$ cat config.mk
export PLATFORM = sky130hd
export DESIGN_NAME = button_debounce
export DESIGN_NICKNAME = d
export VERILOG_FILES = /design/src/rtl/button_debounce_pkg.sv /design/src/rtl/button_debounce_sync_2ff.sv /design/src/rtl/button_debounce.sv
export SDC_FILE = /design/constraint.sdc
export NUM_CORES = 1
export LEC_CHECK = 0
export ABC_CLOCK_PERIOD_IN_PS = 2800
export CAP_MARGIN = 20
export CORE_MARGIN = 5
export CORE_UTILIZATION = 40
export DETAILED_ROUTE_END_ITERATION = 6
export PLACE_DENSITY = 0.65
export SYNTH_ARGS = -nofsm -noshare
export SYNTH_HDL_FRONTEND = slang
export SYNTH_HIERARCHICAL = 1
export SYNTH_SLANG_ARGS = --single-unit
$ cat constraint.sdc
create_clock -name clk_i -period 2.8 [get_ports clk_i]
set_input_delay 0.42 -clock clk_i [delete_from_list [all_inputs] [get_ports clk_i]]
set_output_delay 0.42 -clock clk_i [all_outputs]
set_load 0.02 [all_outputs]
$ cat src/rtl/button_debounce_pkg.sv
// ----------------------------------------------------------------------------
// button_debounce_pkg
// Shared definitions for the pushbutton debouncer: FSM state encoding and the
// width of the stability / long-press counters.
// ----------------------------------------------------------------------------
package button_debounce_pkg;

    localparam int CNT_W = 32;

    typedef enum logic [1:0] {
        ST_IDLE         = 2'd0,
        ST_WAIT_PRESS   = 2'd1,
        ST_PRESSED      = 2'd2,
        ST_WAIT_RELEASE = 2'd3
    } state_e;

endpackage

$ cat src/rtl/button_debounce_sync_2ff.sv
// ----------------------------------------------------------------------------
// sync_2ff
// Two-flop synchronizer for a single asynchronous board input. The reset value
// is a parameter so each input can come out of reset at its idle pin level.
//
// Ports:
//   clk_i  - destination clock
//   rst_i  - synchronous active-high reset
//   d_i    - asynchronous input
//   q_o    - synchronized output (two flops of latency)
// ----------------------------------------------------------------------------
module sync_2ff #(
    parameter logic RESET_VAL = 1'b0
) (
    input  logic clk_i,
    input  logic rst_i,
    input  logic d_i,
    output logic q_o
);

    logic meta_q;
    logic sync_q;

    always_ff @(posedge clk_i) begin
        if (rst_i) begin
            meta_q <= RESET_VAL;
            sync_q <= RESET_VAL;
        end else begin
            meta_q <= d_i;
            sync_q <= meta_q;
        end
    end

    assign q_o = sync_q;

endmodule

$ cat src/rtl/button_debounce.sv
// ----------------------------------------------------------------------------
// button_debounce
// Debounces a raw pushbutton pin and produces a stable pressed level plus
// single-cycle press, release and long-press events.
//
// state           | meaning
// ----------------+--------------------------------------------------------
// ST_IDLE         | button released and stable
// ST_WAIT_PRESS   | pressed level seen, waiting for it to stay stable
// ST_PRESSED      | press accepted, button held
// ST_WAIT_RELEASE | released level seen while pressed, waiting for stability
//
// Parameters:
//   counts_stable - cycles a new level must hold before acceptance (>= 2)
//   counts_long   - cycles of accepted press before long_press (> counts_stable)
//   active_low    - 1 when the pin reads 0 while pressed
//
// Ports:
//   clk_i        - board clock
//   rst_i        - synchronous active-high reset
//   btn_in_i     - raw asynchronous button pin
//   btn_level_o  - debounced level, 1 = pressed
//   press_o      - one-cycle pulse when a press is accepted
//   release_o    - one-cycle pulse when a release is accepted
//   long_press_o - one-cycle pulse after counts_long cycles of accepted press
// ----------------------------------------------------------------------------
module button_debounce
    import button_debounce_pkg::*;
#(
    parameter int unsigned counts_stable = 500000,
    parameter int unsigned counts_long   = 50000000,
    parameter bit          active_low    = 1'b1
) (
    input  logic clk_i,
    input  logic rst_i,
    input  logic btn_in_i,
    output logic btn_level_o,
    output logic press_o,
    output logic release_o,
    output logic long_press_o
);

    localparam logic [CNT_W-1:0] STABLE_LAST = CNT_W'(counts_stable - 1);
    localparam logic [CNT_W-1:0] LONG_LAST   = CNT_W'(counts_long - 1);
    localparam logic [CNT_W-1:0] LONG_SAT    = CNT_W'(counts_long);
    localparam logic             PIN_IDLE    = active_low ? 1'b1 : 1'b0;

    logic pin_sync;
    logic s;

    state_e           state_q,   state_d;
    logic [CNT_W-1:0] cnt_q,     cnt_d;
    logic [CNT_W-1:0] lcnt_q,    lcnt_d;
    logic             level_q,   level_d;
    logic             press_q,   press_d;
    logic             release_q, release_d;
    logic             long_q,    long_d;

    sync_2ff #(
        .RESET_VAL (PIN_IDLE)
    ) u_sync (
        .clk_i (clk_i),
        .rst_i (rst_i),
        .d_i   (btn_in_i),
        .q_o   (pin_sync)
    );

    assign s = active_low ? ~pin_sync : pin_sync;

    always_ff @(posedge clk_i) begin
        if (rst_i) begin
            state_q   <= ST_IDLE;
            cnt_q     <= '0;
            lcnt_q    <= '0;
            level_q   <= 1'b0;
            press_q   <= 1'b0;
            release_q <= 1'b0;
            long_q    <= 1'b0;
        end else begin
            state_q   <= state_d;
            cnt_q     <= cnt_d;
            lcnt_q    <= lcnt_d;
            level_q   <= level_d;
            press_q   <= press_d;
            release_q <= release_d;
            long_q    <= long_d;
        end
    end

    always_comb begin
        state_d   = state_q;
        cnt_d     = cnt_q;
        lcnt_d    = lcnt_q;
        press_d   = 1'b0;
        release_d = 1'b0;
        long_d    = 1'b0;

        case (state_q)
            ST_IDLE: begin
                if (s) begin
                    state_d = ST_WAIT_PRESS;
                    cnt_d   = '0;
                end
            end
            ST_WAIT_PRESS: begin
                if (!s) begin
                    state_d = ST_IDLE;
                end else if (cnt_q == STABLE_LAST) begin
                    state_d = ST_PRESSED;
                    press_d = 1'b1;
                    lcnt_d  = '0;
                end else begin
                    cnt_d = cnt_q + CNT_W'(1);
                end
            end
            ST_PRESSED: begin
                if (!s) begin
                    state_d = ST_WAIT_RELEASE;
                    cnt_d   = '0;
                end
            end
            ST_WAIT_RELEASE: begin
                if (s) begin
                    state_d = ST_PRESSED;
                end else if (cnt_q == STABLE_LAST) begin
                    state_d   = ST_IDLE;
                    release_d = 1'b1;
                end else begin
                    cnt_d = cnt_q + CNT_W'(1);
                end
            end
            default: state_d = ST_IDLE;
        endcase

        // The long-press counter keeps running through release bounces and
        // parks one past the terminal value, so the pulse cannot repeat.
        if ((state_q == ST_PRESSED || state_q == ST_WAIT_RELEASE) &&
            (lcnt_q != LONG_SAT)) begin
            lcnt_d = lcnt_q + CNT_W'(1);
            if (lcnt_q == LONG_LAST) begin
                long_d = 1'b1;
            end
        end

        level_d = (state_d == ST_PRESSED) || (state_d == ST_WAIT_RELEASE);
    end

    assign btn_level_o  = level_q;
    assign press_o      = press_q;
    assign release_o    = release_q;
    assign long_press_o = long_q;

endmodule

==> flow_summary.yaml <==
timing:
  worst_slew_pin_slew_ns: 0.911
  slew_headroom: 0.389
  grt_setup_unrepaired: "false"
  min_period_ns: 2.39
  max_freq_mhz: 418
  slew_violations: 0
  timing.final.crit_share: 0.854
  timing.setup.tns_ns: 0
  finalSetupViolations: 0
  hold_viol_final: 0
  fin_skew_ns: 0.0107
finish:
  final_cell_mix: "dfxtp_1 (72), nand2_1 (44), nand3_1 (35), nand4_1 (31), a21oi_1 (28)"
  area_delta_synth_final_pct: 11.9
  layout_commonest_cell: "dfxtp_1"
  layout.nets: 490
  drive_gt1_frac: 0.0859
  ff_latch_area_mm2: 0.00144
  final_core_util: 0.461
  fillers: 923
  multiInputGateArea_mm2: 0.00221
  antennaDiodeCount: 0
global_routing:
  antenna_found_initial: 0
  grt_usage: 0.168
  grt_max_degree: 28
  grt_pass1_wl_um: 16000
  grt_pass1_vias: 3360
  grt_overflow_total: 0
outcome:
  outcome: "finished clean"
floorplan:
  die_y_um: 108
  ios: 7
  dieArea_mm2: 0.0116
  initial_utilization: 0.412
  rows: 35
  core-area_mm2: 0.00928
  die_w_um: 108
worst_setup_path:
  crit_chain: "or4_4, nor4_1, buf_4, nand2_1, o21ai_2, o311ai_0"
  path_buf_inv: 1
  worstPathArrival_ns: 2.59
  cpPeakStageDelay_ns: 0.54
  critPathKind: "reg2reg"
  worstPathRequired_ns: 3.00
  crit_slowest_cell: "or4_4"
  startpoint_type: "flop"
  end_kind: "flop"
  crit_family: "simple AND/OR/NAND/NOR gates"
  critPathMaxFanout: 10
routing:
  drcViolationCount: 0
  postRouteAntennaNets: 0
  via_count: 3733
  routed_wl_um: 9520
  dr.first_iter.drc_count: 178
  drt-pass1-iter-count: 4
  routedWlPerCell_um: 15.4
  viasPerCell: 6.04
clock_network:
  cts-hold-fix-buffers: 0
  h-tree-depth: 3
  post_cts_resized: 0
  clock_latency_ns: 0.35
  cts_tree: "done"
  clock_sinks: 72
  clockBufferDepth: 2
  path_clk_slew_ns: 0.08
  clockRootBuffer: "clkbuf_8"
  cts_setup_buffers: 0
  cts_buffers: 9
yosys:
  avgSynthCellArea_um2: 8.08
  syn_area_mm2: 0.00382
  synth_nets: 479
  synth-edff-count: 0
  syn_inst: 473
  ys_ff_latch: 72
  ys.flop_type: "dfxtp_1"
  synth.distinct_cells: 56
  synthArstFlopShare: 0
  yosys_warnings: 6
  seq_area_frac_synth: 0.377
power:
  ir_drop_uv: 187
  p_per_area_mw_per_mm2: 458
  power_leakage_uw: 0.00135
  p_total_uw: 1960
run:
  max_cap_violations: 0
min_path:
  min_path_type: "reg2reg"
place:
  place_congestion: 0.826
  dp_hpwl_um: 6630
  portBuffers: 6
==> report_power, final <==
group | internal (µW) | switching [µW] | total, µW
combinational | 19.6 | 42.3 | 61.9
sequential | 1020 | 1.94 | 1030
clock | 457 | 414 | 871
==> final cells by class <==
class	instances	share of cell area
repair buffers	22	0.0421
clock inverters	5	0.0129
clock buffers	11	0.0354
flip-flops and latches	72	0.337
well taps	129	0.0377
inverters	22	0.0193
multi-input cells	357	0.516
==> synthesized netlist by cell type, types with 4 or more instances <==
| cell type | instances | area, µm² |
|---|---|---|
| a31oi_1 | 4 | 25.0 |
| nand2b_1 | 5 | 31.3 |
| a21oi_1 | 28 | 140 |
| nor2_1 | 25 | 93.8 |
| inv_1 | 22 | 82.6 |
| o31ai_1 | 13 | 97.6 |
| mux2i_1 | 6 | 60.1 |
| a22oi_1 | 7 | 52.6 |
| o211ai_1 | 9 | 67.6 |
| nor3_1 | 7 | 35.0 |
| nand4_1 | 31 | 194 |
| o21ai_1 | 6 | 30.0 |
| o21ai_0 | 16 | 80.1 |
| dfxtp_1 | 72 | 1440 |
| buf_2 | 4 | 20.0 |
| nand2_1 | 44 | 165 |
| clkbuf_1 | 16 | 60.1 |
| and3_1 | 11 | 68.8 |
| and4_1 | 5 | 43.8 |
| a41o_1 | 4 | 40.0 |
| nand3_1 | 35 | 175 |
| or4_1 | 25 | 188 |
| or3_1 | 11 | 68.8 |
| nand3b_1 | 4 | 30.0 |
| nor4_1 | 12 | 75.1 |
==> registers in the layout, summed over array words and instances, names as in the netlist <==
register,count
lcnt_q,32
state_q,2
cnt_q,32
press_o,1
u_sync/meta_q,1
btn_level_o,1
release_o,1
long_press_o,1
u_sync/q_o,1
==> metal layers <==
layer / wire length (µm) / global-route usage / vias to the layer above
met2: 4070 / 0.255 / 95
li1: - / - / 1836
met3: 639 / 0.0366 / 16
met4: 173 / 0.0532 / 0
met1: 4630 / 0.237 / 1786
met5: 0 / 0 / -
==> metrics by stage <==
| step | worst slack (ns) | instances | instance area (µm²) | hold slack, ns |
|---|---|---|---|---|
| after floorplan | 0.474 | 473 | 3820 | 0.383 |
| after global placement | 0.471 | 602 | 4070 | 0.410 |
| after detailed placement | 0.449 | 602 | 4070 | 0.415 |
| after CTS | 0.427 | 618 | 4280 | 0.434 |
| after global routing | 0.188 | 618 | 4280 | 0.461 |
| final | 0.410 | 618 | 4280 | 0.428 |
==> logic make-up after synthesis <==
family                     Yosys count  share of synthesized area
and+or+nand+nor                    230                      0.339
xor gates and xnor gates             4                    0.00916
buffers and inverters               44                     0.0455
muxes                                7                     0.0187
adders and majority gates            3                    0.00982
AOI/OAI and AO/OA                  113                      0.201
DFF                                 72                      0.377
==> worst paths after layout <==
| kind | from | end | slack, ns | depth (start not counted) |
|---|---|---|---|---|
| worst max-delay path | cnt_q[28] | lcnt_q[18] | 0.41 | 6 |
| worst max register to register | cnt_q[28] | lcnt_q[18] | 0.41 | 6 |
| worst min register to register | u_sync/meta_q | u_sync/q_o | 0.43 | 1 |
| worst min-delay path | u_sync/meta_q | u_sync/q_o | 0.43 | 1 |
==> worst reg2reg max path, stage by stage, from the launching register on <==
cell and delay [ns]:
dfxtp_1 0.35, or4_4 0.54, nor4_1 0.29, buf_4 0.17, nand2_1 0.16, o21ai_2 0.54
o311ai_0 0.19
Power figures use the tool's default switching activity.
